<file path="src/rtl/mul24_pkg.sv">
// Shared widths, FSM state type and result record for the sequential Q1.23 mantissa multiplier.
package mul24_pkg;

    localparam int MANT_W     = 24;
    localparam int PROD_W     = 48;
    localparam int STEP_CNT_W = 5;

    localparam logic [STEP_CNT_W-1:0] LAST_STEP = STEP_CNT_W'(MANT_W - 1);

    typedef enum logic [1:0] {
        IDLE,
        MUL,
        NORM,
        DONE
    } state_t;

    typedef struct packed {
        logic [MANT_W-1:0] mant;
        logic              exp_inc;
    } result_t;

endpackage

</file>
<file path="src/rtl/seq_mul24_frac_if.sv">
// Operand/result handshake bundle for seq_mul24_frac; the multiplier is the slave side.
interface seq_mul24_frac_if;
    import mul24_pkg::*;

    logic              in_valid;
    logic              in_ready;
    logic [MANT_W-1:0] a;
    logic [MANT_W-1:0] b;
    logic              out_valid;
    logic              out_ready;
    logic [MANT_W-1:0] mant;
    logic              exp_inc;

    modport master (
        output in_valid, a, b, out_ready,
        input  in_ready, out_valid, mant, exp_inc
    );

    modport slave (
        input  in_valid, a, b, out_ready,
        output in_ready, out_valid, mant, exp_inc
    );

endinterface

</file>
<file path="src/rtl/mul24_norm_round.sv">
// Combinational normalizer: 48-bit Q2.46 product -> Q1.23 mantissa plus exponent-increment flag.
// Define MUL24_ROUND_EN for round-to-nearest-even; otherwise the product is truncated.
module mul24_norm_round
    import mul24_pkg::*;
(
    input  logic [PROD_W-1:0] i_prod,
    output logic [MANT_W-1:0] o_mant,
    output logic              o_exp_inc
);

    logic              w_top;
    logic [MANT_W-1:0] w_mant_trunc;

    assign w_top        = i_prod[PROD_W-1];
    assign w_mant_trunc = w_top ? i_prod[47:24] : i_prod[46:23];

`ifdef MUL24_ROUND_EN
    logic          w_guard;
    logic          w_sticky;
    logic          w_round_up;
    logic [MANT_W:0] w_rounded;

    assign w_guard    = w_top ? i_prod[23] : i_prod[22];
    assign w_sticky   = w_top ? (|i_prod[22:0]) : (|i_prod[21:0]);
    assign w_round_up = w_guard & (w_sticky | w_mant_trunc[0]);
    assign w_rounded  = {1'b0, w_mant_trunc} + (MANT_W+1)'(w_round_up);

    // A carry out is only reachable from the unshifted case (0xFFFFFF + 1) and lands exactly on 2.0.
    always_comb begin
        if (w_rounded[MANT_W]) begin
            o_mant    = {1'b1, {(MANT_W-1){1'b0}}};
            o_exp_inc = 1'b1;
        end else begin
            o_mant    = w_rounded[MANT_W-1:0];
            o_exp_inc = w_top;
        end
    end
`else
    logic w_unused_low;

    assign w_unused_low = ^i_prod[22:0];
    assign o_mant       = w_mant_trunc;
    assign o_exp_inc    = w_top;
`endif

endmodule

</file>
<file path="src/rtl/seq_mul24_frac.sv">
// Radix-2 shift-add Q1.23 x Q1.23 mantissa multiplier: 24 MUL cycles, one NORM cycle, valid/ready result.
// Build option: MUL24_ROUND_EN selects round-to-nearest-even in the normalizer (latency unchanged).
module seq_mul24_frac
    import mul24_pkg::*;
(
    input  logic             clk,
    input  logic             arst_n,
    seq_mul24_frac_if.slave  bus
);

    state_t                r_state;
    state_t                w_state_next;
    logic [MANT_W-1:0]     r_a;
    logic [MANT_W-1:0]     r_hi;
    logic [MANT_W-1:0]     r_lo;
    logic [STEP_CNT_W-1:0] r_cnt;
    logic [MANT_W-1:0]     r_mant;
    logic                  r_exp_inc;
    logic                  r_out_valid;

    logic                  w_accept;
    logic                  w_last_step;
    logic [MANT_W:0]       w_sum;
    logic [MANT_W-1:0]     w_norm_mant;
    logic                  w_norm_exp_inc;

    assign w_accept    = bus.in_valid && (r_state == IDLE);
    assign w_last_step = (r_cnt == LAST_STEP);

    // 25-bit partial sum keeps the carry, which shifts into hi[23] on the same step.
    assign w_sum = {1'b0, r_hi} + (r_lo[0] ? {1'b0, r_a} : '0);

    mul24_norm_round u_norm_round (
        .i_prod    ({r_hi, r_lo}),
        .o_mant    (w_norm_mant),
        .o_exp_inc (w_norm_exp_inc)
    );

    // NOTE: sequential state uses non-blocking assignments so every register samples pre-edge values.
    always_ff @(posedge clk or negedge arst_n) begin
        if (!arst_n) begin
            r_state <= IDLE;
        end else begin
            r_state <= w_state_next;
        end
    end

    // NOTE: the default assignment first keeps this block free of inferred latches.
    always_comb begin
        w_state_next = r_state;
        case (r_state)
            IDLE:    if (w_accept)      w_state_next = MUL;
            MUL:     if (w_last_step)   w_state_next = NORM;
            NORM:                       w_state_next = DONE;
            DONE:    if (bus.out_ready) w_state_next = IDLE;
            default:                    w_state_next = IDLE;
        endcase
    end

    // NOTE: the accumulator and counter are plain registers, so reset clears them outright.
    always_ff @(posedge clk or negedge arst_n) begin
        if (!arst_n) begin
            r_a         <= '0;
            r_hi        <= '0;
            r_lo        <= '0;
            r_cnt       <= '0;
            r_mant      <= '0;
            r_exp_inc   <= 1'b0;
            r_out_valid <= 1'b0;
        end else begin
            case (r_state)
                IDLE: begin
                    if (w_accept) begin
                        r_a   <= bus.a;
                        r_hi  <= '0;
                        r_lo  <= bus.b;
                        r_cnt <= '0;
                    end
                end
                MUL: begin
                    {r_hi, r_lo} <= {w_sum, r_lo[MANT_W-1:1]};
                    r_cnt        <= r_cnt + STEP_CNT_W'(1);
                end
                NORM: begin
                    r_mant      <= w_norm_mant;
                    r_exp_inc   <= w_norm_exp_inc;
                    r_out_valid <= 1'b1;
                end
                DONE: begin
                    if (bus.out_ready) begin
                        r_out_valid <= 1'b0;
                    end
                end
                default: begin
                    r_out_valid <= 1'b0;
                end
            endcase
        end
    end

    assign bus.in_ready  = (r_state == IDLE);
    assign bus.out_valid = r_out_valid;
    assign bus.mant      = r_mant;
    assign bus.exp_inc   = r_exp_inc;

endmodule
</file>
<file path="src/flat_wrapper.sv">
// flat-port wrapper written by rule: the top's interface ports become plain ports
module seq_mul24_frac_flat import mul24_pkg::*;
  (clk, arst_n, bus_in_valid, bus_a, bus_b, bus_out_ready, bus_in_ready, bus_out_valid, bus_mant, bus_exp_inc);
  seq_mul24_frac_if bus_i ();
  input  logic clk;
  input  logic arst_n;
  input wire logic [$bits(bus_i.in_valid)-1:0] bus_in_valid;
  input wire logic [$bits(bus_i.a)-1:0] bus_a;
  input wire logic [$bits(bus_i.b)-1:0] bus_b;
  input wire logic [$bits(bus_i.out_ready)-1:0] bus_out_ready;
  output wire logic [$bits(bus_i.in_ready)-1:0] bus_in_ready;
  output wire logic [$bits(bus_i.out_valid)-1:0] bus_out_valid;
  output wire logic [$bits(bus_i.mant)-1:0] bus_mant;
  output wire logic [$bits(bus_i.exp_inc)-1:0] bus_exp_inc;
  assign bus_i.in_valid = bus_in_valid;
  assign bus_i.a = bus_a;
  assign bus_i.b = bus_b;
  assign bus_i.out_ready = bus_out_ready;
  assign bus_in_ready = bus_i.in_ready;
  assign bus_out_valid = bus_i.out_valid;
  assign bus_mant = bus_i.mant;
  assign bus_exp_inc = bus_i.exp_inc;
  seq_mul24_frac u_core (.clk(clk), .arst_n(arst_n), .bus(bus_i));
endmodule
</file>
<file path="config.mk">
export PLATFORM = sky130hd
export DESIGN_NAME = seq_mul24_frac_flat
export DESIGN_NICKNAME = d
export VERILOG_FILES = /design/src/rtl/mul24_pkg.sv /design/src/rtl/seq_mul24_frac_if.sv /design/src/rtl/mul24_norm_round.sv /design/src/rtl/seq_mul24_frac.sv /design/src/flat_wrapper.sv
export SDC_FILE = /design/constraint.sdc
export NUM_CORES = 1
export LEC_CHECK = 0
export ABC_AREA = 1
export ABC_CLOCK_PERIOD_IN_PS = 2820
export CAP_MARGIN = 5
export CORE_UTILIZATION = 54
export CTS_BUF_LIST = sky130_fd_sc_hd__clkbuf_8 sky130_fd_sc_hd__clkbuf_16
export DETAILED_ROUTE_END_ITERATION = 8
export PLACE_DENSITY = 0.85
export SETUP_SLACK_MARGIN = 0.3
export SYNTH_ARGS = -nofsm -noshare
export SYNTH_HDL_FRONTEND = slang
export SYNTH_HIERARCHICAL = 1
export SYNTH_SLANG_ARGS = --single-unit
</file>
<file path="constraint.sdc">
create_clock -name clk -period 2.82 [get_ports clk]
set_input_delay 0.846 -clock clk [delete_from_list [all_inputs] [get_ports clk]]
set_output_delay 0.846 -clock clk [all_outputs]
set_load 0.05 [all_outputs]
</file>
==> parameters.txt <==
Parameter                              Value

Timing
  Max Slew Vio Count ... 0
  Worst hold margin ... 0.368 ns
  Headroom to the max-slew limit ... 0.664
  Worst clock skew ... 0.0123 ns
  Count of final setup violators ... 0
  Shortest clock period the worst path allows after layout ... 2.39 ns
  Worst Max-Slew Pin Slew ... 0.502 ns
  Fmax ... 0.418 GHz
  Post-route clock period utilization ... 0.849
  Final-layout setup total negative slack ... 0 ns
  Setup repair after global routing missed its margin ... no
  Final hold vios ... 0

Drt
  Number of routed nets with antenna violations ... 0
  Detailed Route Iter0 Violations ... 286
  Wire per inst ... 13.2 microns
  Via count normalized by instance count ... 5.18
  Detailed-route DRC error count ... 6
  DR vias ... 5,631
  Final wirelength ... 14,400 microns
  Detailed Routing Iterations Pass 1 ... 7

Synthesis
  Largest area contributor in the synthesized netlist ... sky130_fd_sc_hd__dfrtp_1
  Post-synthesis average cell area ... 7.47 sq um
  Number of instances in the synthesized netlist ... 866
  Post-Synthesis Cell Area ... 0.00647 sq mm
  Top cells by area in the synthesized netlist ... sky130_fd_sc_hd__dfrtp_1, sky130_fd_sc_hd__nand2_1, sky130_fd_sc_hd__mux2_2
  Count of flip-flops with a built-in enable after synthesis ... 0
  Total number of yosys warnings ... 6
  Net count of the mapped netlist ... 948
  Post-synth top area share ... 0.406
  Sequential fraction of the synthesis area ... 0.406
  Number of different library cells in the post-synthesis netlist ... 36
  Proportion of synthesized flip-flops having asynchronous set or reset ... 1.00
  Main flop type after synthesis ... sky130_fd_sc_hd__dfrtp_1
  Flop and latch count out of synthesis ... 105

Setup path
  Category of the worst setup path capture point ... output pin
  Stages on worst setup path ... 1
  Data arrival at the endpoint of the critical path ... 1.55 ns
  Crit start category ... flop
  Gate family responsible for the most delay along the worst path ... buffers and inverters
  Worst R2R Start ... u_core/r_lo[0]
  Crit path max fanout ... 2
  Data required time of the worst path ... 1.97 ns
  Worst-path cell chain ... clkdlybuf4s50_1
  Worst R2R Path Depth ... 13
  WP buf/inv ... 1
  Reg-to-reg critical path endpoint ... u_core/r_hi[17]
  Type of the setup path with the least slack ... reg -> out
  Register-to-register setup slack ... 0.56 ns
  CP max-delay cell ... sky130_fd_sc_hd__clkdlybuf4s50_1
  Slowest cell delay on critical path ... 0.81 ns

Die
  Floorplan row count ... 39
  Core ar. ... 0.0116 sq mm
  Die outline width ... 111 microns
  Top-level port count ... 79
  Die area ... 0.0124 sq mm
  Chip Height ... 111 microns
  Starting Density ... 0.559

Clock tree
  Max Root-Sink Buffers ... 2
  Post-cts sizing count ... 0
  Number of post-CTS setup repair buffers ... 0
  Clock transition at path regs ... 0.08 ns
  Root Buffer ... sky130_fd_sc_hd__clkbuf_16
  Number of hold-repair buffers added at the cts stage ... 0
  Clk_lat worst skew ... 0.35 ns
  Number of H-tree branching levels ... 3
  Number of buffers inserted during clock tree synthesis ... 9
  CTS tree ... built
  Number of clock sinks seen by CTS ... 105

Power
  Leakage dissipation ... 0.00409 uW
  Power per standard cell area ... 1110 mW/mm^2
  IR Drop Worst-Case VDD ... 0.531 mV
  Total power of the final layout ... 8540 uW

Cells and area
  Post-layout nets ... 1,021
  Number of filler cells placed in the layout ... 1,011
  Syn-to-layout area delta ... 18.4%
  Total non-filler cell area in the finished layout ... 0.00766 sq mm
  Total inserted antenna cells ... 0
  Fraction of layout instances using a drive strength above 1 ... 0.104
  End-of-flow core utilization ... 0.663

Placement
  Placement-stage cell area ... 0.00734 sq mm
  Total of buffers placed on input and output ports ... 78
  DP HPWL ... 10,400 microns
  Routability Congestion ... 0.899

Global route
  Maximum number of pins on one net before global-route repair ... 58
  Global-route wire length before repair ... 24,700 microns
  Vias in the first global route ... 5,433
  Total global routing overflow ... 0
  Initial antenna violation count ... 0
  Global-route usage over all layers ... 0.245

Status
  Failing checks ... DRC
  Result of the run ... complete, but fails checks

Flow run
  Reported max-cap violation count ... 0

Worst hold path
  HP Class ... in -> async
## metrics by stage
step	setup slack [ns]	instances
4_1_cts	0.415	1087
6_report	0.426	1087
5_1_grt	0.369	1087
2_1_floorplan	0.500	866
3_3_place_gp	0.520	1071
3_5_place_dp	0.413	1071
## cells in the mapped netlist, types with 2 or more instances
library cell,number
sky130_fd_sc_hd__nand2_1,342
sky130_fd_sc_hd__inv_1,109
sky130_fd_sc_hd__dfrtp_1,105
sky130_fd_sc_hd__nor2_1,67
sky130_fd_sc_hd__mux2_2,49
sky130_fd_sc_hd__ha_1,29
sky130_fd_sc_hd__nand3_1,26
sky130_fd_sc_hd__a31oi_1,24
sky130_fd_sc_hd__a21oi_1,23
sky130_fd_sc_hd__o21ai_0,17
sky130_fd_sc_hd__buf_2,12
sky130_fd_sc_hd__nand2_2,12
sky130_fd_sc_hd__clkbuf_1,7
sky130_fd_sc_hd__nor3_1,7
sky130_fd_sc_hd__nand4_1,5
sky130_fd_sc_hd__o21ai_1,4
sky130_fd_sc_hd__buf_4,3
sky130_fd_sc_hd__inv_2,3
sky130_fd_sc_hd__buf_6,2
sky130_fd_sc_hd__clkbuf_8,2
sky130_fd_sc_hd__nand3b_1,2
sky130_fd_sc_hd__o31ai_1,2
## power by group
| group | leakage, uW | total [uW] | switching (uW) | internal (uW) |
|---|---|---|---|---|
| registers | 0.00130 | 2580 | 412 | 2170 |
| clock network | 0.000158 | 1340 | 605 | 735 |
| logic | 0.00263 | 4630 | 2900 | 1720 |
## registers in the layout (all words and copies together), names as in the netlist
register	flops
u_core/bus.exp_inc	1
u_core/bus.mant	24
u_core/bus.out_valid	1
u_core/r_a	24
u_core/r_cnt	5
u_core/r_hi	24
u_core/r_lo	24
u_core/r_state	2
## routing by layer
metal	routed length, microns	global-route usage
met1	6360	0.304
met2	6960	0.423
met3	664	0.0425
met4	387	0.105
met5	0	0
## cell type report
class,instances,area [sq um],share of cell area
multi-input cells,620,3230,0.421
flip-flops and latches,105,2630,0.343
repair buffers,89,871,0.114
inverters,114,438,0.0571
clock buffers,10,239,0.0312
well taps,143,179,0.0233
clock inverters,6,83.8,0.0109
## cells in the final DEF, fill, tap and decap left out, drive strengths merged, types with 7 or more instances in the layout
| cell type | instances |
|---|---|
| a21oi | 23 |
| ha | 29 |
| inv | 117 |
| mux2 | 49 |
| clkdlybuf4s50 | 76 |
| buf | 13 |
| nand2 | 354 |
| nor3 | 7 |
| clkbuf | 10 |
| nand3 | 26 |
| a31oi | 24 |
| dfrtp | 105 |
| o21ai | 22 |
| nor2 | 67 |
## how the worst max path moves through the flow
stage | start | end | slack (ns)
6_report | u_core/bus.mant[0] | bus_mant[0] | 0.43
5_1_grt | u_core/r_lo[0] | u_core/r_hi[17] | 0.37
4_1_cts | u_core/bus.mant[0] | bus_mant[0] | 0.41
3_5_place_dp | bus_in_valid | u_core/r_lo[15] | 0.41
3_3_place_gp | bus_in_valid | u_core/r_lo[16] | 0.52
2_1_floorplan | u_core/r_lo[0] | u_core/r_hi[15] | 0.50
## cells by family (layout without fill, tap and decap cells)
| group | Yosys count | in the layout | synth area share |
|---|---|---|---|
| and+or+nand+nor | 467 | 467 | 0.288 |
| adders and majority gates | 30 | 30 | 0.0592 |
| buffers and inverters | 141 | 219 | 0.0953 |
| DFF | 105 | 105 | 0.406 |
| xor gates and xnor gates | 2 | 2 | 0.00271 |
| AOI/OAI and AO/OA | 72 | 72 | 0.0630 |
| muxes | 49 | 49 | 0.0853 |
No activity file was read; power rests on OpenSTA's default activity.
